===== config.mk =====
export PLATFORM = sky130hd
export DESIGN_NAME = phy_link_ctrl
export DESIGN_NICKNAME = d
export VERILOG_FILES = /design/src/rtl/phy_pkg.sv /design/src/rtl/rr_arbiter4.sv /design/src/rtl/phy_link_ctrl.sv
export SDC_FILE = /design/constraint.sdc
export NUM_CORES = 1
export LEC_CHECK = 0
export ABC_CLOCK_PERIOD_IN_PS = 1650
export CAP_MARGIN = 10
export CORE_ASPECT_RATIO = 1.5
export CORE_MARGIN = 10
export CORE_UTILIZATION = 40
export CTS_CLUSTER_DIAMETER = 30
export DETAILED_ROUTE_END_ITERATION = 8
export GPL_TIMING_DRIVEN = 0
export PLACE_DENSITY = 0.75
export SYNTH_ARGS = -nofsm -noshare
export SYNTH_HDL_FRONTEND = slang
export SYNTH_SLANG_ARGS = --single-unit
export TNS_END_PERCENT = 50

===== constraint.sdc =====
create_clock -name clk_4f -period 1.65 [get_ports clk_4f]
set_input_delay 0.33 -clock clk_4f [delete_from_list [all_inputs] [get_ports clk_4f]]
set_output_delay 0.33 -clock clk_4f [all_outputs]
set_load 0.005 [all_outputs]

===== src/rtl/phy_pkg.sv =====
// Shared constants for the PHY transmit path: framing bytes and the
// link-controller state encoding used by the controller and the probe.
package phy_pkg;

   localparam logic [7:0] BC_CODE_DEF   = 8'hBC;
   localparam logic [7:0] IDLE_CODE_DEF = 8'h7C;

   localparam logic [1:0] ST_RESET  = 2'd0;
   localparam logic [1:0] ST_SEARCH = 2'd1;
   localparam logic [1:0] ST_LOCK   = 2'd2;
   localparam logic [1:0] ST_ACTIVE = 2'd3;

endpackage


===== src/rtl/rr_arbiter4.sv =====
// Four-lane round-robin arbiter with a registered one-hot grant. The search
// starts at ptr and wraps upward; ptr moves past each granted lane.
module rr_arbiter4 (
   input  logic       clk_4f,
   input  logic       reset,
   input  logic       enable,
   input  logic [3:0] req,
   output logic [3:0] grant
);

   logic [1:0] ptr;
   logic [1:0] pick;
   logic [1:0] cand;
   logic       hit;

   // Find the first requester at or after ptr; scanning offsets high to low
   // lets the smallest offset win.
   always_comb begin
      hit  = 1'b0;
      pick = ptr;
      cand = ptr;
      for (int i = 3; i >= 0; i--) begin
         cand = ptr + i[1:0];
         if (req[cand]) begin
            hit  = 1'b1;
            pick = cand;
         end
      end
   end

   // Register the grant; leaving the enabled window parks ptr back at lane 0.
   always_ff @(posedge clk_4f or negedge reset) begin
      if (!reset) begin
         grant <= 4'b0000;
         ptr   <= 2'd0;
      end else if (!enable) begin
         grant <= 4'b0000;
         ptr   <= 2'd0;
      end else if (hit) begin
         grant <= 4'b0001 << pick;
         ptr   <= pick + 2'd1;
      end else begin
         grant <= 4'b0000;
      end
   end

endmodule


===== src/rtl/phy_link_ctrl.sv =====
// Link bring-up controller: BC-lock / IDLE handshake with a byte-strobe
// watchdog, plus round-robin lane granting while the link is active.
//
//   state  | meaning
//   RESET  | leaving reset, goes to SEARCH on the next edge
//   SEARCH | counting consecutive BC bytes, watchdog off
//   LOCK   | aligned, waiting for IDLE to finish training
//   ACTIVE | link up, lanes granted round-robin
module phy_link_ctrl
   import phy_pkg::*;
#(
   parameter logic [7:0] BC_CODE    = BC_CODE_DEF,
   parameter logic [7:0] IDLE_CODE  = IDLE_CODE_DEF,
   parameter int         LOCK_COUNT = 4,
   parameter int         WDOG_MAX   = 16
) (
   input  logic       clk_4f,
   input  logic       reset,
   input  logic [7:0] rx_byte,
   input  logic       rx_strobe,
   input  logic [3:0] tx_req,
   output logic       active,
   output logic       idle_out,
   output logic [3:0] grant,
   output logic       grant_valid,
   output logic [1:0] state
);

   localparam logic [3:0] LOCK_CNT4 = 4'(LOCK_COUNT);
   localparam logic [8:0] WDOG_MAX9 = 9'(WDOG_MAX);

   logic [1:0] state_q, state_nx;
   logic [2:0] bc_cnt, bc_nx;
   logic [7:0] wd_cnt, wd_nx;
   logic       idle_nx;
   logic       is_bc, is_idle;
   logic       lock_hit, wd_expire, arb_en;
   logic [2:0] bc_sat;
   logic [7:0] wd_sat;
   logic [3:0] bc_inc;
   logic [8:0] wd_inc;

   assign is_bc     = rx_strobe && (rx_byte == BC_CODE);
   assign is_idle   = rx_strobe && (rx_byte == IDLE_CODE);
   assign bc_inc    = {1'b0, bc_cnt} + 4'd1;
   assign lock_hit  = (bc_inc >= LOCK_CNT4);
   assign bc_sat    = (bc_cnt == 3'd7) ? bc_cnt : bc_cnt + 3'd1;
   assign wd_inc    = {1'b0, wd_cnt} + 9'd1;
   assign wd_sat    = (wd_cnt == 8'hFF) ? wd_cnt : wd_cnt + 8'd1;
   // A strobe in the expiry cycle restarts the count instead of dropping the link.
   assign wd_expire = ((state_q == ST_LOCK) || (state_q == ST_ACTIVE))
                      && !rx_strobe && (wd_inc >= WDOG_MAX9);
   // Arbiter stops in the expiry cycle so grant clears together with active.
   assign arb_en    = (state_q == ST_ACTIVE) && !wd_expire;

   // Next-state, counter and idle-flag decode; expiry outranks strobe decode.
   always_comb begin
      state_nx = state_q;
      bc_nx    = bc_cnt;
      wd_nx    = wd_cnt;
      idle_nx  = idle_out;
      case (state_q)
         ST_RESET: begin
            state_nx = ST_SEARCH;
            bc_nx    = 3'd0;
            wd_nx    = 8'd0;
         end
         ST_SEARCH: begin
            wd_nx = 8'd0;
            if (is_bc) begin
               if (lock_hit) begin
                  state_nx = ST_LOCK;
                  bc_nx    = 3'd0;
               end else begin
                  bc_nx = bc_sat;
               end
            end else if (rx_strobe) begin
               bc_nx = 3'd0;
            end
         end
         ST_LOCK: begin
            if (wd_expire) begin
               state_nx = ST_SEARCH;
               bc_nx    = 3'd0;
               wd_nx    = 8'd0;
            end else if (rx_strobe) begin
               wd_nx = 8'd0;
               if (is_idle) begin
                  state_nx = ST_ACTIVE;
                  idle_nx  = 1'b1;
               end else if (!is_bc) begin
                  state_nx = ST_SEARCH;
                  bc_nx    = 3'd0;
               end
            end else begin
               wd_nx = wd_sat;
            end
         end
         default: begin
            if (wd_expire) begin
               state_nx = ST_SEARCH;
               bc_nx    = 3'd0;
               wd_nx    = 8'd0;
            end else if (rx_strobe) begin
               wd_nx   = 8'd0;
               idle_nx = is_idle;
            end else begin
               wd_nx = wd_sat;
            end
         end
      endcase
      if (state_nx != ST_ACTIVE) idle_nx = 1'b0;
   end

   // State, counters and registered status outputs.
   always_ff @(posedge clk_4f or negedge reset) begin
      if (!reset) begin
         state_q     <= ST_RESET;
         bc_cnt      <= 3'd0;
         wd_cnt      <= 8'd0;
         idle_out    <= 1'b0;
         active      <= 1'b0;
         grant_valid <= 1'b0;
      end else begin
         state_q     <= state_nx;
         bc_cnt      <= bc_nx;
         wd_cnt      <= wd_nx;
         idle_out    <= idle_nx;
         active      <= (state_nx == ST_ACTIVE);
         grant_valid <= arb_en && (|tx_req);
      end
   end

   assign state = state_q;

   rr_arbiter4 u_arb (
      .clk_4f (clk_4f),
      .reset  (reset),
      .enable (arb_en),
      .req    (tx_req),
      .grant  (grant)
   );

endmodule


# Yosys cells after proc, flatten, opt, wreduce, memory -nomap -nowiden
# Index checks and enable logic that the tools add are counted.
# op_classes
n_addsub	8
order_cmp	6
muxes	49
n_mul	0
n_bitwise	0
eq_ne	19
shift	1
n_reduce_logical	16
div_mod_pow	0
# ops
cell	n
$mux W8	4
$mux W3	9
$mux W2	13
$eq A8 B8 Y1 const B	2
$mux W1	14
$lt A2 B3 Y1 const B	4
$ne A3 B3 Y1 const B	4
$add A8 B1 Y9 const B	1
$ge A9 B5 Y1 const B	1
$pmux W3 S3	1
$add A8 B1 Y8 const B	1
$bmux W1 S2	4
$eq A8 B7 Y1 const B	1
$mux W4	2
$ne A4 B4 Y1 const B	2
$eq A2 B2 Y1 const B	3
$logic_and A1 B1 Y1	6
$ne A2 B1 Y1 const B	3
$pmux W2 S3	1
$reduce_and A6 Y1	1
$add A2 B1 Y2 const B	2
$add A2 B2 Y2 const B	2
$add A3 B1 Y4 const B	1
$ge A4 B3 Y1 const B	1
15 further kinds	16
# totals
input_bits	15
memories	0
out_inout_bits	9
mem_bits_ro	0
ramBits	0
ff_bits	22
latchBits	0

# Depth between registers and ports, before layout
# logic_depth
depth_word	10
depth_mapped	8
ltp_nobuf	8

# Hierarchy
# A second synthesis with hierarchy kept.
# hier_totals
hier_cells	124
area_unflattened_um2	1228.7
# by_module_without_submodules
mod	cells_each	n_inst	area_each_um2
phy_link_ctrl	82	1	850.8
rr_arbiter4	42	1	377.9

# Least setup slack after synthesis
# No wires, ideal clock.
# synth_path
kind	reg2reg
start	register wd_cnt[0]
end	register bc_cnt[0]
slack_ps	-145
required_ps	1525
synth_period_minus_slack_ps	1795
n_path_buf	0
arrival_time_ps	1670
path_stages_with_launch	7
setup_time_ps	125
cell_sequence	dfrtp_1 ha_1 a21boi_0 nand4_1 a211o_4 nand3_2 mux2_4
# synth_between
elab_chain_len	5
elab_cells_between_ends	10
cone_classes	1 x add/sub; 1 x order compare; 3 x eq/ne; 2 x mux; 3 x reduce/logical
# synth_rtl
element	line_no	rtl
start: declaration	phy_link_ctrl.sv:34	logic [7:0] wd_cnt, wd_nx;
start signal: assignment	phy_link_ctrl.sv:127	wd_cnt <= wd_nx;
$add A8 B1 Y9 (*)	phy_link_ctrl.sv:48	assign wd_inc = {1'b0, wd_cnt} + 9'd1;
$ge A9 B5 Y1 (*)	phy_link_ctrl.sv:52	&& !rx_strobe && (wd_inc >= WDOG_MAX9);
$logic_and A1 B1 Y1 (*)	phy_link_ctrl.sv:52	
$ne A3 B3 Y1 (no source line), or another cell as far along	-	
$reduce_and A6 Y1 (no source line) / $pmux W3 S3 (equally long branches)	-	
end signal: assignment	phy_link_ctrl.sv:126	bc_cnt <= bc_nx;
end: declaration	phy_link_ctrl.sv:33	logic [2:0] bc_cnt, bc_nx;
# Mark *: on every way between the ends. The rest lies on a longest branch, timed or not.
# A chain may end at the register's enable or synchronous reset.

# Final worst setup path
# Same ends and word-level chain as after synthesis.

==> results.py <==
metrics = {
    "setup_path": {
        "crit_required_ns": 1.81,
        "endpoint_kind": "register",
        "crit_end": "bc_cnt[0]",
        "start_kind": "register",
        "cp-startpoint": "wd_cnt[0]",
        "cp_max_fo": 3,
        "r2r_start": "wd_cnt[0]",
        "path_class": "reg2reg",
        "slowest_delay_ns": 0.41,
        "r2r_setup_slack_ns": -0.11,
        "reg2regPathDepth": 6,
        "r2r-end": "bc_cnt[0]",
        "path_cells": "buf_4, and3_4, a31o_1, a211o_4, nand3_4, mux2_4",
        "path_depth": 6,
        "crit_family": "compound AO/OA/AOI/OAI gates",
        "crit_buf_inv": 1,
        "cpMaxStageDelayCell": "dfrtp_1",
        "arrival_ns": 1.91,
    },
    "timing": {
        "hold_viol": 0,
        "fmax_mhz": 569,
        "period_share_pct": 106,
        "worstMarginPinSlew_ns": 0.970,
        "fin_crit_ns": 1.76,
        "rsz0062_at_grt": "true",
        "maxSlewViolCount": 0,
        "setup_viol": 4,
        "slew-limit-headroom_pct": 35.2,
        "skew_ns": 0.00634,
        "layout_setup_ws_ns": -0.106,
    },
    "finish": {
        "nNetsFinal": 185,
        "antenna_cells": 0,
        "final_cell_mix": "dfrtp_1 (21), clkdlybuf4s50_1 (19), nor2_1 (16)",
        "syn2layout_area_growth_pct": 45.9,
        "drive_above_1_share_pct": 28.0,
        "utilization_pct": 60.9,
        "n_fill_cell": 246,
        "mostFrequentLayoutCell": "dfrtp_1",
    },
    "detailed_routing": {
        "drt_iter0_drc": 22,
        "wl_um": 2820,
        "wl_per_cell_um": 14.1,
        "avgViaCountPerCell": 5.16,
        "drtPass1Iterations": 4,
        "ant_nets": 0,
        "vias": 1032,
        "drc": 0,
    },
    "pwr": {
        "ir_drop_v": 0.000625,
        "switching_power_uw": 242,
        "sequentialPowerShare_pct": 47.0,
        "comb_power_share_pct": 9.8,
        "power_uw": 1160,
        "power_frac_clock_pct": 43.3,
        "powerDensity_mw_per_mm2": 657,
        "p_int_uw": 923,
        "p_sw_share_pct": 20.7,
        "cellLeakagePower_uw": 0.000792,
    },
    "status": {
        "status": "complete, but fails checks",
        "violations": "negative setup slack",
    },
    "die": {
        "core_area_mm2": 0.00291,
        "die_h_um": 87.5,
        "die_area_mm2": 0.00569,
        "row_count": 24,
        "num_io_pins": 24,
        "chipWidth_um": 65,
        "initial_core_util_pct": 41.7,
    },
    "logic_synthesis": {
        "synth-async-reset-ratio_pct": 100,
        "synth_area_mm2": 0.00121,
        "yosysWarnings": 0,
        "ys_seq_elements": 22,
        "ys_types": 46,
        "synthFlopType": "dfrtp_1",
        "yosysSeqAreaShare_pct": 45.3,
        "syn_inst": 119,
        "syn_avg_cell_area_um2": 10.2,
        "synth_edf_count": 0,
    },
    "grt": {
        "antenna_found_initial": 0,
        "grt_start_max_net_pins": 23,
        "grt_first_pass_wirelength_um": 4490,
        "first_global_vias": 1027,
        "overflow": 0,
        "grt_usage_pct": 9.75,
    },
    "clock_network": {
        "clk_latency_ns": 0.26,
        "cts_tree": "yes",
        "cts_sinks": 22,
        "clock_path_buffers": 2,
        "cts_buffers": 3,
        "cts.root.buffer_cell": "clkbuf_8",
        "cts_hold_buf": 0,
        "h-tree-depth": 1,
        "cts.clk_slew.worst_paths_ns": 0.08,
    },
    "placed_design": {
        "gp_congestion": 0.885,
        "hpwl_um": 2050,
        "port_buffers": 23,
        "pre_cts_slack_ns": -0.574,
    },
    "flow_run": {
        "drv_cap": 0,
    },
    "hold_path": {
        "worstHoldPathType": "in2async",
    },
}
## cell usage after synthesis, types with 2 or more instances
library cell | number | area share, %
o21ai_0 | 2 | 0.82
nor3_1 | 2 | 0.82
xnor2_1 | 2 | 1.4
nor2b_1 | 2 | 1.0
a21oi_1 | 8 | 3.3
a31oi_1 | 2 | 1.0
nand2b_1 | 2 | 1.0
xor2_1 | 2 | 1.4
dfrtp_1 | 22 | 45
nand2_1 | 10 | 3.1
ha_1 | 8 | 8.2
nor2_1 | 16 | 4.9
inv_1 | 6 | 1.9
nand4_1 | 3 | 1.5
## logic make-up after synthesis
group / count (synthesis) / share of synthesized area, %
buf+inv: 7 / 2.16
fa+ha+maj: 8 / 8.24
other cells: 1 / 0.309
simple gates: 49 / 22.8
compound gates: 26 / 16.3
flops: 22 / 45.3
xor+xnor: 4 / 2.88
mux: 2 / 2.06
## per-stage QoR
| stage | cells | cell area (um^2) | setup TNS, ns | hold slack (ns) |
|---|---|---|---|---|
| final | 200 | 1770 | -0.183 | 0.598 |
| after global placement | 184 | 1510 | -3.80 | 0.531 |
| after detailed placement | 184 | 1510 | -4.54 | 0.557 |
| after global routing | 200 | 1770 | -0.876 | 0.666 |
| after floorplan | 122 | 1230 | -0.0588 | 0.0344 |
| after CTS | 195 | 1680 | -0.602 | 0.627 |
## cell type report
class / instances / area [um^2] / area share, %
Multi-Input combinational cell: 93 / 759 / 42.8
Sequential cell: 22 / 552 / 31.1
Timing Repair Buffer: 35 / 315 / 17.8
Tap cell: 39 / 48.8 / 2.75
Clock buffer: 3 / 41.3 / 2.33
Clock inverter: 1 / 30.0 / 1.69
Inverter: 6 / 22.5 / 1.27
Buffer: 1 / 3.75 / 0.212
## sequential cells by signal (all words and copies together) (netlist names)
name / cells
u_arb.ptr: 2
grant_valid: 1
bc_cnt: 3
active: 1
idle_out: 1
wd_cnt: 8
u_arb.grant: 4
state: 2
## worst min-delay path by stage
stage                 to  depth (start not counted)  startpoint
2_1_floorplan     active                          0       reset
6_report       bc_cnt[0]                          1       reset
4_1_cts        wd_cnt[3]                          2   wd_cnt[3]
3_3_place_gp   bc_cnt[1]                          1   bc_cnt[1]
5_1_grt        bc_cnt[0]                          1       reset
3_5_place_dp   bc_cnt[1]                          1   bc_cnt[1]
## power groups by stage
stage	combinational, uW	clock [uW]	sequential (uW)
global placement	93.7	0	558
CTS	105	510	547
global route	126	530	548
detailed placement	97.8	0	558
floorplan	38.3	0	557
finish	114	504	547
## per-layer routing
metal  share of wire [%]  track usage, %  vias to the layer above
met5                   0               0                        -
met4                 1.5            3.52                        0
met3                 3.0            2.32                        4
met2                  57            18.9                       16
met1                  38            9.62                      504
li1                    -               -                      508
## timing repair
| action | 4_1_cts | 5_1_grt |
|---|---|---|
| setup buffers | 7 | 5 |
| gates resized for setup | 13 | 11 |
| pin swaps | 4 | 4 |
| setup endpoints to repair | 11 | 17 |
No activity file was read; power rests on OpenSTA's default activity.
